$ cat config.mk
export PLATFORM = sky130hd
export DESIGN_NAME = rx_port_mc
export DESIGN_NICKNAME = d
export VERILOG_FILES = /design/src/rtl/rx_port_mc.sv
export SDC_FILE = /design/constraint.sdc
export NUM_CORES = 1
export LEC_CHECK = 0
export ABC_AREA = 0
export ABC_CLOCK_PERIOD_IN_PS = 4620
export BUFFER_PORTS_ARGS = -buffer_cell sky130_fd_sc_hd__buf_2
export CAP_MARGIN = 0
export CORE_MARGIN = 2
export CORE_UTILIZATION = 40
export DETAILED_ROUTE_END_ITERATION = 6
export PLACE_DENSITY_LB_ADDON = 0.25
export SYNTH_ARGS = -nofsm -noshare
export SYNTH_HDL_FRONTEND = slang
export SYNTH_SLANG_ARGS = --single-unit
export TNS_END_PERCENT = 1
$ cat constraint.sdc
create_clock -name clk -period 4.62 [get_ports clk]
set_input_delay 0.462 -clock clk [delete_from_list [all_inputs] [get_ports clk]]
set_output_delay 0.462 -clock clk [all_outputs]
set_load 0.01 [all_outputs]
$ cat src/rtl/rx_port_mc.sv
// rx_port_mc: switch receive port.
//   Buffers ingress packets (payload + destination mask) in a circular FIFO and
//   presents the head packet to the crossbar. A multicast head stays at the head
//   until every target has granted it. Grants that arrive before the packet
//   finishes are remembered in a pending mask. Optional features: drop-on-full
//   ingress, zero-target filtering, a head-of-line timeout flush, an occupancy
//   output and saturating drop/timeout counters.
// Ports:
//   clk, rst_n                  clock (rising edge), asynchronous active-low reset
//   valid_in/data_in/target_in  ingress packet
//   ready_out                   ingress ready (!full, or always 1 in drop mode)
//   grant_vec                   per-TX-port grant for the head packet
//   pkt_valid/pkt_data          head packet toward the crossbar
//   pkt_target                  targets the head packet is still waiting for
//   level                       FIFO occupancy, 0..DEPTH
//   drop_cnt, timeout_cnt       saturating statistics counters
module rx_port_mc #(
  parameter int NUM_PORTS    = 4,
  parameter int DATA_W       = 32,
  parameter int DEPTH        = 16,
  parameter int DROP_ON_FULL = 0,
  parameter int TIMEOUT      = 0,
  parameter int CNT_W        = 16
) (
  input  logic                     clk,
  input  logic                     rst_n,
  input  logic                     valid_in,
  input  logic [DATA_W-1:0]        data_in,
  input  logic [NUM_PORTS-1:0]     target_in,
  output logic                     ready_out,
  input  logic [NUM_PORTS-1:0]     grant_vec,
  output logic                     pkt_valid,
  output logic [DATA_W-1:0]        pkt_data,
  output logic [NUM_PORTS-1:0]     pkt_target,
  output logic [$clog2(DEPTH):0]   level,
  output logic [CNT_W-1:0]         drop_cnt,
  output logic [CNT_W-1:0]         timeout_cnt
);

  localparam int PTR_W = $clog2(DEPTH);
  localparam int LVL_W = PTR_W + 1;
  localparam int AGE_W = (TIMEOUT > 1) ? $clog2(TIMEOUT) : 1;

  localparam logic [0:0] ST_FRESH   = 1'b0;
  localparam logic [0:0] ST_PARTIAL = 1'b1;

  logic [DATA_W-1:0]    data_mem [DEPTH];
  logic [NUM_PORTS-1:0] tgt_mem  [DEPTH];

  logic [PTR_W-1:0]     wr_ptr_q, wr_ptr_d;
  logic [PTR_W-1:0]     rd_ptr_q, rd_ptr_d;
  logic [LVL_W-1:0]     level_q, level_d;
  logic [0:0]           state_q, state_d;
  logic [NUM_PORTS-1:0] pending_q, pending_d;
  logic [AGE_W-1:0]     age_q, age_d;
  logic [CNT_W-1:0]     drop_cnt_q, drop_cnt_d;
  logic [CNT_W-1:0]     timeout_cnt_q, timeout_cnt_d;

  logic                 empty, full, push, pop, drop, done, expire;
  logic [NUM_PORTS-1:0] owed;

  always_comb begin
    // NOTE: every signal written here gets a default first, so no path can
    // leave it unassigned and infer a latch.
    empty      = (level_q == '0);
    // Full is taken from the registered level: a pop in the same cycle does
    // not make room for the push.
    full       = (level_q == LVL_W'(DEPTH));
    ready_out  = (DROP_ON_FULL != 0) ? 1'b1 : !full;

    pkt_data   = data_mem[rd_ptr_q];
    pkt_valid  = !empty;
    pkt_target = empty ? '0 : tgt_mem[rd_ptr_q];
    if (state_q == ST_PARTIAL) begin
      pkt_valid  = 1'b1;
      pkt_target = pending_q;
    end

    // Grants outside pkt_target fall away in the mask; with no valid head
    // pkt_target is zero, so grant_vec has no effect.
    owed   = pkt_target & ~grant_vec;
    done   = pkt_valid && (owed == '0);
    expire = (TIMEOUT > 0) && pkt_valid && !done &&
             (age_q == AGE_W'(TIMEOUT - 1));
    pop    = done || expire;
    push   = valid_in && !full && (target_in != '0);
    drop   = valid_in && ((target_in == '0) || (full && (DROP_ON_FULL != 0)));

    wr_ptr_d = push ? wr_ptr_q + 1'b1 : wr_ptr_q;
    rd_ptr_d = pop  ? rd_ptr_q + 1'b1 : rd_ptr_q;
    level_d  = level_q;
    if (push && !pop)      level_d = level_q + 1'b1;
    else if (pop && !push) level_d = level_q - 1'b1;

    state_d   = state_q;
    pending_d = pending_q;
    age_d     = age_q;
    if (pop) begin
      state_d   = ST_FRESH;
      pending_d = '0;
      age_d     = '0;
    end else if (pkt_valid) begin
      // Head is still waiting: remember which targets have not granted yet.
      state_d   = ST_PARTIAL;
      pending_d = owed;
      if (TIMEOUT > 0) age_d = age_q + 1'b1;
    end

    drop_cnt_d    = drop_cnt_q;
    timeout_cnt_d = timeout_cnt_q;
    if (drop && (drop_cnt_q != '1))      drop_cnt_d    = drop_cnt_q + 1'b1;
    if (expire && (timeout_cnt_q != '1)) timeout_cnt_d = timeout_cnt_q + 1'b1;
  end

  // NOTE: the payload storage has no reset; the pointers and level mark which
  // entries are meaningful, so clearing the array would only cost logic.
  always_ff @(posedge clk) begin
    if (push) begin
      data_mem[wr_ptr_q] <= data_in;
      tgt_mem[wr_ptr_q]  <= target_in;
    end
  end

  // NOTE: sequential state uses non-blocking assignments so all flops update
  // together from the values computed in the combinational block.
  always_ff @(posedge clk or negedge rst_n) begin
    if (!rst_n) begin
      wr_ptr_q      <= '0;
      rd_ptr_q      <= '0;
      level_q       <= '0;
      state_q       <= ST_FRESH;
      pending_q     <= '0;
      age_q         <= '0;
      drop_cnt_q    <= '0;
      timeout_cnt_q <= '0;
    end else begin
      wr_ptr_q      <= wr_ptr_d;
      rd_ptr_q      <= rd_ptr_d;
      level_q       <= level_d;
      state_q       <= state_d;
      pending_q     <= pending_d;
      age_q         <= age_d;
      drop_cnt_q    <= drop_cnt_d;
      timeout_cnt_q <= timeout_cnt_d;
    end
  end

  assign level       = level_q;
  assign drop_cnt    = drop_cnt_q;
  assign timeout_cnt = timeout_cnt_q;

endmodule
==> flow_metrics.env <==
export IMPL_status="completed"
export IMPL_p_leak_uw=0.008865
export IMPL_critPathBufInv=3
export IMPL_wl_per_cell_um=25.33
export IMPL_syn_to_final_growth_pct=15.27
export IMPL_hold_violations=0
export IMPL_globalplace_congestion=0.7446
export IMPL_start_kind="register"
export IMPL_ys_flop_type="edfxtp_1"
export IMPL_numCtsBuffers=60
export IMPL_critPathTopFamily="simple AND/OR/NAND/NOR gates"
export IMPL_synth_edf_count=576
export IMPL_crit_path_max_fanout=12
export IMPL_dieArea_um2=60710
export IMPL_synth_top_cell_area_share_pct=73.60
export IMPL_cts_buffer_depth=3
export IMPL_drtIter0Drc=955
export IMPL_synth_area_leaders="edfxtp_1 (74%), mux4_2 (16%), dfrtp_1 (3.6%)"
export IMPL_yosys_top_cells_count="edfxtp_1 (576), mux4_2 (166), dfrtp_1 (34)"
export IMPL_slowest_delay_ns=0.59
export IMPL_clock_sinks=610
export IMPL_dpl_cell_count=1859
export IMPL_grt_ovfl_total=0
export IMPL_fillers=4788
export IMPL_synth_avg_cell_area_um2=23.41
export IMPL_path_cells="buf_16, mux4_1, mux2_2, a222oi_1, nor2_1, or4_4, nor2_1, inv_1, ha_1, inv_1, ha_1, a21o_1, a21oi_1, xnor2_1, nor2_1, xnor2_1"
export IMPL_drive_above_1_share_pct=34.27
export IMPL_worst_slew_pin_slew_ns=0.9731
export IMPL_path_common_cell="nor2_1"
export IMPL_crit_type="register to register"
export IMPL_arrival_ns=4.77
export IMPL_grt_pass1_wl_um=74020
export IMPL_period_minus_slack_ns=4.281
export IMPL_dpl_hpwl_um=27570
export IMPL_yosysWarnings=0
export IMPL_start_util_pct=40.58
export IMPL_num_io_pins=118
export IMPL_final_setup_tns_ns=0
export IMPL_viasPerCell=5.385
export IMPL_yosysMostFrequentCell="edfxtp_1"
export IMPL_cts_tree="built"
export IMPL_diodes=0
export IMPL_core_um2=57920
export IMPL_ant_nets=0
export IMPL_rows=88
export IMPL_num_vias=10608
export IMPL_finalSetupViolCount=0
export IMPL_worstHoldPathType="input port to register"
export IMPL_finalWirelength_um=49900
export IMPL_grt_pass1_vias=10944
export IMPL_root_buffer="clkbuf_16"
export IMPL_end_kind="register"
export IMPL_io_buffers=101
export IMPL_slowest_stage="dfrtp_4"
export IMPL_die_w_um=246.4
export IMPL_pwr_density_cell_nw_per_um2=606.3
export IMPL_slew_viol_final=0
export IMPL_synth_cell_type_count=34
export IMPL_die_y_um=246.4
export IMPL_post_route_period_util_pct=92.67
export IMPL_max_cap_violations=0
export IMPL_final_nets=1212
export IMPL_cts_htree_levels=2
export IMPL_clock_fmax_mhz=233.6
export IMPL_skew_ns=0.04757
export IMPL_syn_inst=1004
export IMPL_ys_ff_latch=610
export IMPL_rsz0062_at_grt="no"
export IMPL_grtUsageTotal_pct=16.77
export IMPL_irDropWorstVdd_mv=0.3547
export IMPL_antenna_found_initial=5
export IMPL_slew_headroom_pct=35.13
export IMPL_drc=0
export IMPL_async_reset_ff_share_pct=5.574
export IMPL_cp_data_required_time_ns=5.11
export IMPL_drtPass1Iterations=5
export IMPL_seq_area_frac_synth_pct=77.22
export IMPL_synthesis_area_um2=23500
export IMPL_clkLatencyLatePin_ns=0.64
export IMPL_layout_cells_non_filler=1970
export IMPL_path_clk_slew_ns=0.06
export IMPL_synth_largest_area_cell="edfxtp_1"
export IMPL_grt_max_degree=99
-- tightest hold or removal path, delay by kind of cell --
kind / cells / cell delay (ns)
simple gates: 1 / 0.05
compound gates: 1 / 0.14
buf+inv: 1 / 0.08
-- logic make-up (layout without fill, tap and decap cells) --
family                     count (synthesis)  after routing  synth area share, %
AOI/OAI and AO/OA                         20             20               0.6069
xor gates and xnor gates                  25             25               0.9317
adders and majority gates                 11             11               0.6176
buffers and inverters                     77            263                1.677
DFF                                      610            610                77.22
muxes                                    185            185                17.46
other                                      1             16              0.01596
and+or+nand+nor                           75             75                1.475
-- registers in the layout, summed over array words and instances (netlist names) --
signal,count
data_mem,512
tgt_mem,64
level,5
rd_ptr_q,4
wr_ptr_q,4
drop_cnt,16
pending_q,4
state_q,1
-- stage by stage --
stage          worst slack (ns)  instance area, um^2  hold slack [ns]  power [uW]  utilization (%)
2_1_floorplan            0.3804                23560           0.1664       10320                -
3_3_place_gp             0.3395                25170           0.4768       11930            43.46
3_5_place_dp             0.2429                25170           0.4677       11980            43.46
4_1_cts                  0.2298                27060           0.1305       16670            46.73
5_1_grt                 0.02144                27090           0.1674       17210            46.78
6_report                 0.3388                27090           0.1654       16420            46.78
-- report_power, final --
group	switching [uW]	internal [uW]	leakage, uW
logic	2510	2340	0.00232
registers	277	6640	0.00564
clock network	2040	2610	0.000914
-- worst paths after layout --
kind	start	end	slack, ns	cells past startpoint
setup / recovery	rd_ptr_q[2]$_DFFE_PN0P_	level[4]$_DFFE_PN0P_	0.34	16
hold / removal	grant_vec[1]	pending_q[1]$_DFFE_PN0P_	0.17	3
setup reg to reg	rd_ptr_q[2]$_DFFE_PN0P_	level[4]$_DFFE_PN0P_	0.34	16
hold reg to reg	pending_q[2]$_DFFE_PN0P_	pending_q[2]$_DFFE_PN0P_	0.48	1
max in group asynchronous	rst_n	rd_ptr_q[2]$_DFFE_PN0P_	3.50	2
min in group asynchronous	rst_n	wr_ptr_q[2]$_DFFE_PN0P_	0.47	2
-- timing repair --
action / 4_1_cts / 5_1_grt
hold buffers: 1 / 0
resized for setup: 0 / 0
setup endpoints to repair: 0 / 2
hold endpoints to repair: 34 / 0
buffers inserted: 0 / 1
-- per-layer routing --
| metal | part of all wire [%] | track usage, % |
|---|---|---|
| met5 | 0.14 | 0 |
| met4 | 1.7 | 4.359 |
| met3 | 5.9 | 3.333 |
| met2 | 49 | 27.16 |
| met1 | 43 | 23.39 |
-- layout make-up --
class / count / area (um^2) / share of cell area (%)
Timing Repair Buffer: 138 / 905.9 / 3.344
Clock inverter: 35 / 327.8 / 1.210
Tap cell: 765 / 957.2 / 3.533
Inverter: 16 / 60.06 / 0.2217
Sequential cell: 610 / 18160 / 67.03
Clock buffer: 74 / 1554 / 5.736
Multi-Input combinational cell: 332 / 5126 / 18.92
-- layout by cell type, fill, tap and decap left out, types with 10 or more instances in the layout --
| cell | n |
|---|---|
| buf_2 | 101 |
| buf_4 | 27 |
| clkbuf_1 | 14 |
| clkbuf_16 | 60 |
| clkinv_1 | 15 |
| clkinv_2 | 10 |
| conb_1 | 16 |
| dfrtp_1 | 30 |
| edfxtp_1 | 576 |
| ha_1 | 10 |
| inv_1 | 16 |
| mux4_1 | 10 |
| mux4_2 | 166 |
| nand2_1 | 23 |
| nor2_1 | 10 |
| nor2_4 | 12 |
| xnor2_1 | 20 |
Power figures use the tool's default switching activity.
